`src/rtl/imem_pkg.sv`:
```
// Shared types and constants for the instruction-memory load controller.
package imem_pkg;

  // Controller states; encoding is fixed so it can be probed by number.
  typedef enum logic [1:0] {
    ST_IDLE  = 2'd0,
    ST_RECV  = 2'd1,
    ST_WRITE = 2'd2,
    ST_DONE  = 2'd3
  } state_t;

  // Instruction returned to the CPU while it is held (MIPS sll $0,$0,0).
  localparam logic [31:0] NOP = 32'h0000_0000;

  // Program bytes packed into one instruction word.
  localparam int BYTES_PER_WORD = 4;

  // A load length is usable when it names at least one word and fits in memory.
  function automatic logic len_legal(input logic [31:0] len, input logic [31:0] depth);
    return (len != 32'd0) && (len <= depth);
  endfunction

endpackage

```
`src/rtl/imem_load_ctrl_if.sv`:
```
// Bundle of the load-request, byte-stream, fetch and memory signals.
// slave: the controller side. master: the CPU / loader / memory side.
interface imem_load_ctrl_if #(
  parameter int WL_addr = 32,
  parameter int WL_data = 32,
  parameter int LEN_W   = 8
);

  logic               load_start;
  logic [LEN_W-1:0]   load_len;
  logic [7:0]         byte_data;
  logic               byte_valid;
  logic               byte_ready;
  logic [WL_addr-1:0] fetch_addr;
  logic [WL_data-1:0] fetch_data;
  logic [WL_addr-1:0] mem_addr;
  logic [WL_data-1:0] mem_wdata;
  logic               mem_we;
  logic [WL_data-1:0] mem_rdata;
  logic               cpu_hold;
  logic               load_done;
  logic               load_err;

  modport slave (
    input  load_start, load_len, byte_data, byte_valid, fetch_addr, mem_rdata,
    output byte_ready, fetch_data, mem_addr, mem_wdata, mem_we, cpu_hold,
           load_done, load_err
  );

  modport master (
    output load_start, load_len, byte_data, byte_valid, fetch_addr, mem_rdata,
    input  byte_ready, fetch_data, mem_addr, mem_wdata, mem_we, cpu_hold,
           load_done, load_err
  );

endinterface

```
`src/rtl/imem_byte_packer.sv`:
```
// Collects four program bytes into one big-endian instruction word.
// The first byte accepted lands in bits [31:24]; the word stays stable
// after the fourth byte so it can be written on the following cycle.
module imem_byte_packer
  import imem_pkg::*;
(
  input  logic        clk,
  input  logic        rst_n,
  input  logic        i_clr,
  input  logic        i_accept,
  input  logic [7:0]  i_byte,
  output logic [31:0] o_word,
  output logic        o_word_full
);

  localparam logic [1:0] LAST_IDX = 2'(BYTES_PER_WORD - 1);

  logic [1:0] r_byte_cnt;

  // Byte position counter; wraps to 0 naturally after the fourth byte.
  always_ff @(posedge clk or negedge rst_n) begin
    if (!rst_n) begin
      r_byte_cnt <= 2'd0;
    end else if (i_clr) begin
      r_byte_cnt <= 2'd0;
    end else if (i_accept) begin
      r_byte_cnt <= r_byte_cnt + 2'd1;
    end
  end

  assign o_word_full = i_accept && (r_byte_cnt == LAST_IDX);

  // One register per byte lane, loaded when the counter points at it.
  generate
    for (genvar gi = 0; gi < BYTES_PER_WORD; gi++) begin : g_lane
      localparam logic [1:0] LANE = 2'(gi);
      logic [7:0] r_lane;

      // Capture the accepted byte into this lane.
      always_ff @(posedge clk or negedge rst_n) begin
        if (!rst_n) begin
          r_lane <= 8'd0;
        end else if (i_clr) begin
          r_lane <= 8'd0;
        end else if (i_accept && (r_byte_cnt == LANE)) begin
          r_lane <= i_byte;
        end
      end

      assign o_word[31-8*gi -: 8] = r_lane;
    end
  endgenerate

endmodule

```
`src/rtl/imem_load_ctrl.sv`:
```
// Instruction-memory port arbiter and program loader. Passes CPU fetches
// through while idle; on request holds the CPU, packs a byte stream into
// words and writes them to word addresses 0..len-1, then releases the CPU.
module imem_load_ctrl
  import imem_pkg::*;
#(
  parameter int WL_addr = 32,
  parameter int WL_data = 32,
  parameter int DEPTH   = 32,
  parameter int LEN_W   = 8
)
(
  input  logic             clk,
  input  logic             rst_n,
  imem_load_ctrl_if.slave  bus
);

  // One extra bit so the pointer can represent DEPTH itself.
  localparam int PTR_W = $clog2(DEPTH) + 1;

  state_t           r_state;
  state_t           w_state_next;
  logic [PTR_W-1:0] r_wr_ptr;
  logic [PTR_W-1:0] w_ptr_inc;
  logic [LEN_W-1:0] r_len;
  logic             r_load_err;

  logic             w_len_ok;
  logic             w_start_ok;
  logic             w_start_bad;
  logic             w_accept;
  logic             w_word_full;
  logic             w_last_word;
  logic [31:0]      w_word;

  assign w_len_ok    = len_legal(32'(bus.load_len), 32'(DEPTH));
  assign w_start_ok  = (r_state == ST_IDLE) && bus.load_start && w_len_ok;
  assign w_start_bad = (r_state == ST_IDLE) && bus.load_start && !w_len_ok;
  assign w_accept    = bus.byte_valid && (r_state == ST_RECV);
  assign w_ptr_inc   = r_wr_ptr + 1'b1;
  assign w_last_word = (32'(w_ptr_inc) == 32'(r_len));

  imem_byte_packer u_packer (
    .clk         (clk),
    .rst_n       (rst_n),
    .i_clr       (w_start_ok),
    .i_accept    (w_accept),
    .i_byte      (bus.byte_data),
    .o_word      (w_word),
    .o_word_full (w_word_full)
  );

  // State register.
  always_ff @(posedge clk or negedge rst_n) begin
    if (!rst_n) begin
      r_state <= ST_IDLE;
    end else begin
      r_state <= w_state_next;
    end
  end

  // Latch the load length and advance the write pointer after each write.
  always_ff @(posedge clk or negedge rst_n) begin
    if (!rst_n) begin
      r_wr_ptr <= '0;
      r_len    <= '0;
    end else if (w_start_ok) begin
      r_wr_ptr <= '0;
      r_len    <= bus.load_len;
    end else if (r_state == ST_WRITE) begin
      r_wr_ptr <= w_ptr_inc;
    end
  end

  // Sticky error flag: reflects the most recent request honoured in IDLE.
  always_ff @(posedge clk or negedge rst_n) begin
    if (!rst_n) begin
      r_load_err <= 1'b0;
    end else if (w_start_ok) begin
      r_load_err <= 1'b0;
    end else if (w_start_bad) begin
      r_load_err <= 1'b1;
    end
  end

  assign bus.load_err = r_load_err;

  // Next-state logic and state-decoded port mux.
  always_comb begin
    w_state_next   = r_state;
    bus.mem_addr   = bus.fetch_addr;
    bus.fetch_data = bus.mem_rdata;
    bus.mem_wdata  = WL_data'(w_word);
    bus.mem_we     = 1'b0;
    bus.byte_ready = 1'b0;
    bus.cpu_hold   = 1'b0;
    bus.load_done  = 1'b0;

    case (r_state)
      ST_IDLE: begin
        if (w_start_ok) begin
          w_state_next = ST_RECV;
        end
      end
      ST_RECV: begin
        bus.byte_ready = 1'b1;
        bus.cpu_hold   = 1'b1;
        bus.fetch_data = WL_data'(NOP);
        bus.mem_addr   = WL_addr'(r_wr_ptr);
        if (w_word_full) begin
          w_state_next = ST_WRITE;
        end
      end
      ST_WRITE: begin
        bus.mem_we     = 1'b1;
        bus.cpu_hold   = 1'b1;
        bus.fetch_data = WL_data'(NOP);
        bus.mem_addr   = WL_addr'(r_wr_ptr);
        w_state_next   = w_last_word ? ST_DONE : ST_RECV;
      end
      ST_DONE: begin
        bus.load_done  = 1'b1;
        bus.cpu_hold   = 1'b1;
        bus.fetch_data = WL_data'(NOP);
        bus.mem_addr   = WL_addr'(r_wr_ptr);
        w_state_next   = ST_IDLE;
      end
      default: begin
        w_state_next = ST_IDLE;
      end
    endcase
  end

endmodule

```
`src/flat_wrapper.sv`:
```
// flat-port wrapper written by rule: the top's interface ports become plain ports
module imem_load_ctrl_flat import imem_pkg::*;
#(
  parameter int WL_addr = 32,
  parameter int WL_data = 32,
  parameter int DEPTH   = 32,
  parameter int LEN_W   = 8
)
  (clk, rst_n, bus_load_start, bus_load_len, bus_byte_data, bus_byte_valid, bus_fetch_addr, bus_mem_rdata, bus_byte_ready, bus_fetch_data, bus_mem_addr, bus_mem_wdata, bus_mem_we, bus_cpu_hold, bus_load_done, bus_load_err);
  imem_load_ctrl_if #(.WL_addr(WL_addr), .WL_data(WL_data), .LEN_W(LEN_W)) bus_i ();
  input  logic clk;
  input  logic rst_n;
  input wire logic [$bits(bus_i.load_start)-1:0] bus_load_start;
  input wire logic [$bits(bus_i.load_len)-1:0] bus_load_len;
  input wire logic [$bits(bus_i.byte_data)-1:0] bus_byte_data;
  input wire logic [$bits(bus_i.byte_valid)-1:0] bus_byte_valid;
  input wire logic [$bits(bus_i.fetch_addr)-1:0] bus_fetch_addr;
  input wire logic [$bits(bus_i.mem_rdata)-1:0] bus_mem_rdata;
  output wire logic [$bits(bus_i.byte_ready)-1:0] bus_byte_ready;
  output wire logic [$bits(bus_i.fetch_data)-1:0] bus_fetch_data;
  output wire logic [$bits(bus_i.mem_addr)-1:0] bus_mem_addr;
  output wire logic [$bits(bus_i.mem_wdata)-1:0] bus_mem_wdata;
  output wire logic [$bits(bus_i.mem_we)-1:0] bus_mem_we;
  output wire logic [$bits(bus_i.cpu_hold)-1:0] bus_cpu_hold;
  output wire logic [$bits(bus_i.load_done)-1:0] bus_load_done;
  output wire logic [$bits(bus_i.load_err)-1:0] bus_load_err;
  assign bus_i.load_start = bus_load_start;
  assign bus_i.load_len = bus_load_len;
  assign bus_i.byte_data = bus_byte_data;
  assign bus_i.byte_valid = bus_byte_valid;
  assign bus_i.fetch_addr = bus_fetch_addr;
  assign bus_i.mem_rdata = bus_mem_rdata;
  assign bus_byte_ready = bus_i.byte_ready;
  assign bus_fetch_data = bus_i.fetch_data;
  assign bus_mem_addr = bus_i.mem_addr;
  assign bus_mem_wdata = bus_i.mem_wdata;
  assign bus_mem_we = bus_i.mem_we;
  assign bus_cpu_hold = bus_i.cpu_hold;
  assign bus_load_done = bus_i.load_done;
  assign bus_load_err = bus_i.load_err;
  imem_load_ctrl #(.WL_addr(WL_addr), .WL_data(WL_data), .DEPTH(DEPTH), .LEN_W(LEN_W)) u_core (.clk(clk), .rst_n(rst_n), .bus(bus_i));
endmodule
```
`config.mk`:
```
export PLATFORM = sky130hd
export DESIGN_NAME = imem_load_ctrl_flat
export DESIGN_NICKNAME = d
export VERILOG_FILES = /design/src/rtl/imem_pkg.sv /design/src/rtl/imem_load_ctrl_if.sv /design/src/rtl/imem_byte_packer.sv /design/src/rtl/imem_load_ctrl.sv /design/src/flat_wrapper.sv
export SDC_FILE = /design/constraint.sdc
export NUM_CORES = 1
export LEC_CHECK = 0
export ABC_CLOCK_PERIOD_IN_PS = 1700
export BUFFER_PORTS_ARGS = -buffer_cell sky130_fd_sc_hd__buf_2
export CAP_MARGIN = 5
export CORE_MARGIN = 1
export CORE_UTILIZATION = 38
export DETAILED_ROUTE_END_ITERATION = 7
export PLACE_DENSITY = 0.83
export SETUP_SLACK_MARGIN = 0.05
export SKIP_CTS_REPAIR_TIMING = 1
export SYNTH_ARGS = -nofsm -noshare
export SYNTH_HDL_FRONTEND = slang
export SYNTH_SLANG_ARGS = --single-unit
export TNS_END_PERCENT = 20
```
`constraint.sdc`:
```
create_clock -name clk -period 1.7 [get_ports clk]
set_input_delay 0.17 -clock clk [delete_from_list [all_inputs] [get_ports clk]]
set_output_delay 0.17 -clock clk [all_outputs]
set_load 0.01 [all_outputs]
```
# --- Word level (Yosys, flattened, before mapping) ---
# Cells that the tools add are included.
word_totals:
  wordCells: 67
  ff_bits: 51
  output_inout_bits: 101
classes:
  n_eq_ne: 9
  add_sub_neg: 2
  muxes: 24
  reduce_logical: 22
  order_cmp: 1
op_table:
  columns: ["op", "n"]
  rows:
  - ["$mux W32", 2]
  - ["$mux W8", 8]
  - ["$reduce_bool A2 Y1", 7]
  - ["$mux W6", 2]
  - ["$mux W2", 5]
  - ["$logic_and A1 B1 Y1", 9]
  - ["$eq A2 B2 Y1 const B", 4]
  - ["$eq A6 B8 Y1", 1]
  - ["$le A8 B6 Y1 const B", 1]
  - ["$pmux W2 S4", 1]
  - ["$reduce_bool A8 Y1", 1]
  - ["$add A6 B1 Y6 const B", 1]
  - ["$mux W1", 6]
  - ["$eq A2 B1 Y1 const B", 2]
  - ["$logic_not A2 Y1", 2]
  - ["$ne A2 B2 Y1 const B", 2]
  - ["$reduce_or A3 Y1", 1]
  - ["$add A2 B1 Y2 const B", 1]
  - ["$reduce_and A2 Y1", 1]
  - ["$logic_not A1 Y1", 1]

# --- Logic depth before layout (Yosys ltp) ---
depth:
  ltp_word: 6
  mapped_depth: 6
  ltp_nobuf: 5

# --- Hierarchy ---
# From an unflattened synthesis, not the netlist that was laid out.
hier_totals:
  hier_cells: 283
  hier_area_um2: 2917.8
by_module_without_submodules:
  columns: ["module", "cells_each", "area_each_um2", "instances"]
  rows:
  - ["imem_byte_packer", 127, 1580.3, 1]
  - ["imem_load_ctrl", 156, 1337.5, 1]

# --- Worst setup path before layout ---
# Ideal clock, no wire load.
synth_timing:
  path_kind: "input port to flip-flop"
  start: "input port bus_load_len[3]"
  end: "register u_core.r_len[3]"
  path_buffers: 1
  cell_stages: 5
  required_ps: 1573
  slack_ps: -18
  arrival_time_ps: 1591
  path_cell_list: "or4_4 -> o21a_1 -> nor3_2 -> buf_6 -> mux2_1"
synth_via:
  elab_chain_cells: 3
synth_lines:
  columns: ["element", "line", "source"]
  rows:
  - ["from (decl)", "flat_wrapper.sv:14", "input wire logic [$bits(bus_i.load_len)-1:0] bus_load_len;"]
  - ["$le A8 B6 Y1 or $reduce_bool A8 Y1 (tied branches)", "imem_pkg.sv:20", "return (len != 32'd0) && (len <= depth);"]
  - ["$logic_and A1 B1 Y1", "imem_pkg.sv:20", null]
  - ["$logic_and A1 B1 Y1", "imem_load_ctrl.sv:37", "assign w_start_ok = (r_state == ST_IDLE) && bus.load_start && w_len_ok;"]
  - ["to (signal assigned)", "imem_load_ctrl.sv:69", "r_len <= bus.load_len;"]
  - ["to (decl)", "imem_load_ctrl.sv:25", "logic [LEN_W-1:0] r_len;"]
# Parallel ways exist; a longest one is shown, timed or not.
# A chain may end at the register's enable or synchronous reset.

# --- Worst setup path in the final report ---
layout_timing:
  start: "register u_core.r_state[0]"
  end: "output port bus_mem_addr[4]"
layout_via:
  elab_chain_cells: 3
layout_lines:
  columns: ["element", "line", "source"]
  rows:
  - ["from (decl)", "imem_load_ctrl.sv:21", "state_t r_state;"]
  - ["from (signal assigned)", "imem_load_ctrl.sv:58", "r_state <= w_state_next;"]
  - ["$eq A2 B2 Y1 or $eq A2 B1 Y1 (tied branches)", "imem_load_ctrl.sv:99", "case (r_state)"]
  - ["$reduce_or A3 Y1 (no line) *", null, null]
  - ["$mux W32 *", "imem_load_ctrl.sv:99", null]
  - ["to (decl)", "flat_wrapper.sv:21", "output wire logic [$bits(bus_i.mem_addr)-1:0] bus_mem_addr;"]
# Every way passes the cells marked *; elsewhere a longest branch is shown, timed or not.

==> flow_metrics.py <==
metrics = {
    "status": {
        "outcome": "finished with violations",
        "violations": "negative setup slack",
    },
    "synthesis": {
        "yosysTopAreaCellShare_pct": 45.9,
        "syn_avg_cell_area_um2": 8.83,
        "synthTopCellsByCount": "nand2_1 (69), and2_1 (63), dfrtp_1 (51)",
        "synthMostInstantiatedCell": "nand2_1",
        "synth_area_um2": 2780,
        "synth-edff-count": 0,
        "ys_types": 33,
        "syn-num-nets": 404,
        "ys_seq_area_share_pct": 45.9,
        "synth_area_leaders": "dfrtp_1 (46%), and2_1 (14%), nand2_1 (9.3%), a21oi_1 (6.3%), mux2_2 (3.6%)",
        "synth.largest_area_cell": "dfrtp_1",
        "synth_ff_type": "dfrtp_1",
        "synth_cells": 315,
        "synth.ff_latch_count": 51,
        "ys_warn_count": 0,
        "ys_async_sr_fraction_pct": 100,
    },
    "cells_and_area": {
        "finish.utilization_pct": 60.1,
        "insertedDiodeCount": 0,
        "drive_above_1_share_pct": 46.0,
        "fin_nets": 597,
        "stdcell_area_um2": 4170,
        "fin_cells": 605,
        "syn_to_final_growth_pct": 50.0,
    },
    "power_and_ir_drop": {
        "p_per_area_nw_per_um2": 1520,
        "power_mw": 6.36,
        "irDropWorstVdd_mv": 0.580,
        "p_leak_nw": 2.25,
    },
    "sta": {
        "slew-limit-headroom_pct": 69.6,
        "grt_setup_unrepaired": "true",
        "finalSetupTns_ns": -0.138,
        "period_share_pct": 103,
        "timing_hold_violations_final": 0,
        "period_needed_ns": 1.75,
        "fin_ws_ns": -0.0482,
        "hold_slack_ns": 0.114,
        "fmax_mhz": 572,
        "skew_ns": 0.00460,
        "worstMarginPinSlew_ns": 0.456,
        "setup_viol": 5,
        "drv_slew": 0,
    },
    "detailed_routing": {
        "ant_nets": 0,
        "drc": 0,
        "viasPerCell": 4.76,
        "vias": 2879,
        "wl_per_cell_um": 14.0,
        "wl_um": 8460,
        "drtIter0Drc": 119,
        "firstDrtPassIters": 5,
    },
    "global_route": {
        "grt_pass1_wl_um": 11900,
        "grt_overflow_total": 0,
        "grt_max_degree": 48,
        "gr-usage-all-layers_pct": 20.0,
        "grt_pass1_vias": 2618,
        "antenna_found_initial": 0,
    },
    "place": {
        "dp.cells": 590,
        "io_buffers": 184,
        "place_hpwl_um": 6370,
        "dp_slack_ns": -0.110,
        "gp_congestion": 0.843,
        "placed_cell_area_um2": 3890,
    },
    "setup_path": {
        "end_kind": "output pin",
        "arrival_ns": 1.58,
        "worst-setup-path-type": "flop to output pin",
        "start_kind": "flop",
        "crit_required_ns": 1.53,
        "r2r_setup_slack_ns": 0.09,
        "reg2reg_to": "u_core.r_len[0]",
        "worstRegToRegCells": 5,
        "path_max_fanout": 10,
        "r2r-start": "u_core.r_state[0]",
    },
    "flow_run": {
        "drv_cap": 0,
    },
    "floorplan": {
        "dieArea_um2": 7670,
        "die_w_um": 87.6,
        "start_util_pct": 40.1,
        "rows": 30,
        "io_pins": 185,
        "coreArea_um2": 6940,
        "fp.dieH_um": 87.6,
    },
    "clocking": {
        "clkSinkCount": 51,
        "cts-htree-levels": 2,
        "clkLatencyLatePin_ns": 0.30,
        "cts_root_buffer": "clkbuf_8",
        "numCtsBuffers": 5,
        "clk_pin_slew_ns": 0.09,
        "cts_tree": "built",
        "clockBufferDepth": 2,
    },
    "worst_hold_path": {
        "hold_depth": 2,
        "min-delay-start": "bus_load_len[1]",
        "min_to": "u_core.r_len[1]",
        "hp-class": "input pin to flop",
    },
}
[final cells by class]
cell class	instances	area (µm²)
Inverter	4	15.0
Clock inverter	3	23.8
Sequential cell	51	1280
Tap cell	96	120
Clock buffer	5	68.8
Timing Repair Buffer	206	1240
Multi-Input combinational cell	240	1430
Fill cell	578	2770
[metal layers]
layer,vias to the layer above,global-route usage (%),routed length (µm)
met1,1350,24.6,3380
li1,1402,-,-
met4,0,7.30,174
met2,113,35.2,4420
met5,-,0,0
met3,14,3.39,484
[critical path, stage by stage, from the launching register on]
cell	delay, ns
dfrtp_1	0.42
nor2_4	0.20
buf_12	0.16
mux2_2	0.36
buf_6	0.13
[worst max-delay path by stage]
stage                       to  cells past startpoint         startpoint  slack (ns)
3_3_place_gp   u_core.r_len[2]                      6    bus_load_len[3]       -0.07
6_report       bus_mem_addr[4]                      4  u_core.r_state[0]       -0.05
4_1_cts        bus_mem_addr[3]                      4  u_core.r_state[1]       -0.22
3_5_place_dp   u_core.r_len[3]                      6    bus_load_len[3]       -0.11
5_1_grt        bus_mem_addr[4]                      4  u_core.r_state[0]       -0.11
2_1_floorplan  u_core.r_len[3]                      5    bus_load_len[3]        0.03
[flip-flops by register name, indices dropped and copies added, names as in the netlist]
| name | cells |
|---|---|
| u_core.u_packer.r_byte_cnt | 2 |
| u_core.u_packer.g_lane.r_lane | 32 |
| u_core.r_wr_ptr | 6 |
| u_core.r_state | 2 |
| u_core.r_len | 8 |
| u_core.bus.load_err | 1 |
[kinds of logic (layout without fill, tap and decap cells)]
| kind of cell | count (synthesis) | in the layout | share of synthesized area (%) |
|---|---|---|---|
| AND/OR/NAND/NOR | 166 | 166 | 30.2 |
| flip-flops | 51 | 51 | 45.9 |
| AO/OA/AOI/OAI | 43 | 43 | 8.41 |
| buffers and inverters | 24 | 218 | 4.05 |
| XOR/XNOR | 14 | 14 | 4.41 |
| multiplexers | 12 | 12 | 4.81 |
| adder cells (fa/ha/maj) | 5 | 5 | 2.25 |
[report_power, final]
group          switching (mW)  internal, mW
registers               0.292          1.69
clock network           0.416         0.298
logic                    1.84          1.82
[cells in the final DEF, fill, tap and decap left out, types with 2 or more instances in the layout]
cell / instances
buf_2: 174
ha_1: 5
xor2_1: 6
nor3_1: 2
nor2_1: 13
mux2_2: 8
dfrtp_1: 51
and2_1: 55
a21oi_1: 35
o21ai_0: 2
buf_12: 4
inv_1: 4
and2_2: 4
nand2_1: 69
buf_4: 15
and2_4: 4
buf_6: 10
xnor2_1: 8
nand4_1: 4
clkbuf_16: 2
clkbuf_8: 5
mux2_1: 2
nor2b_1: 4
nand3_1: 4
Power figures use the tool's default switching activity.
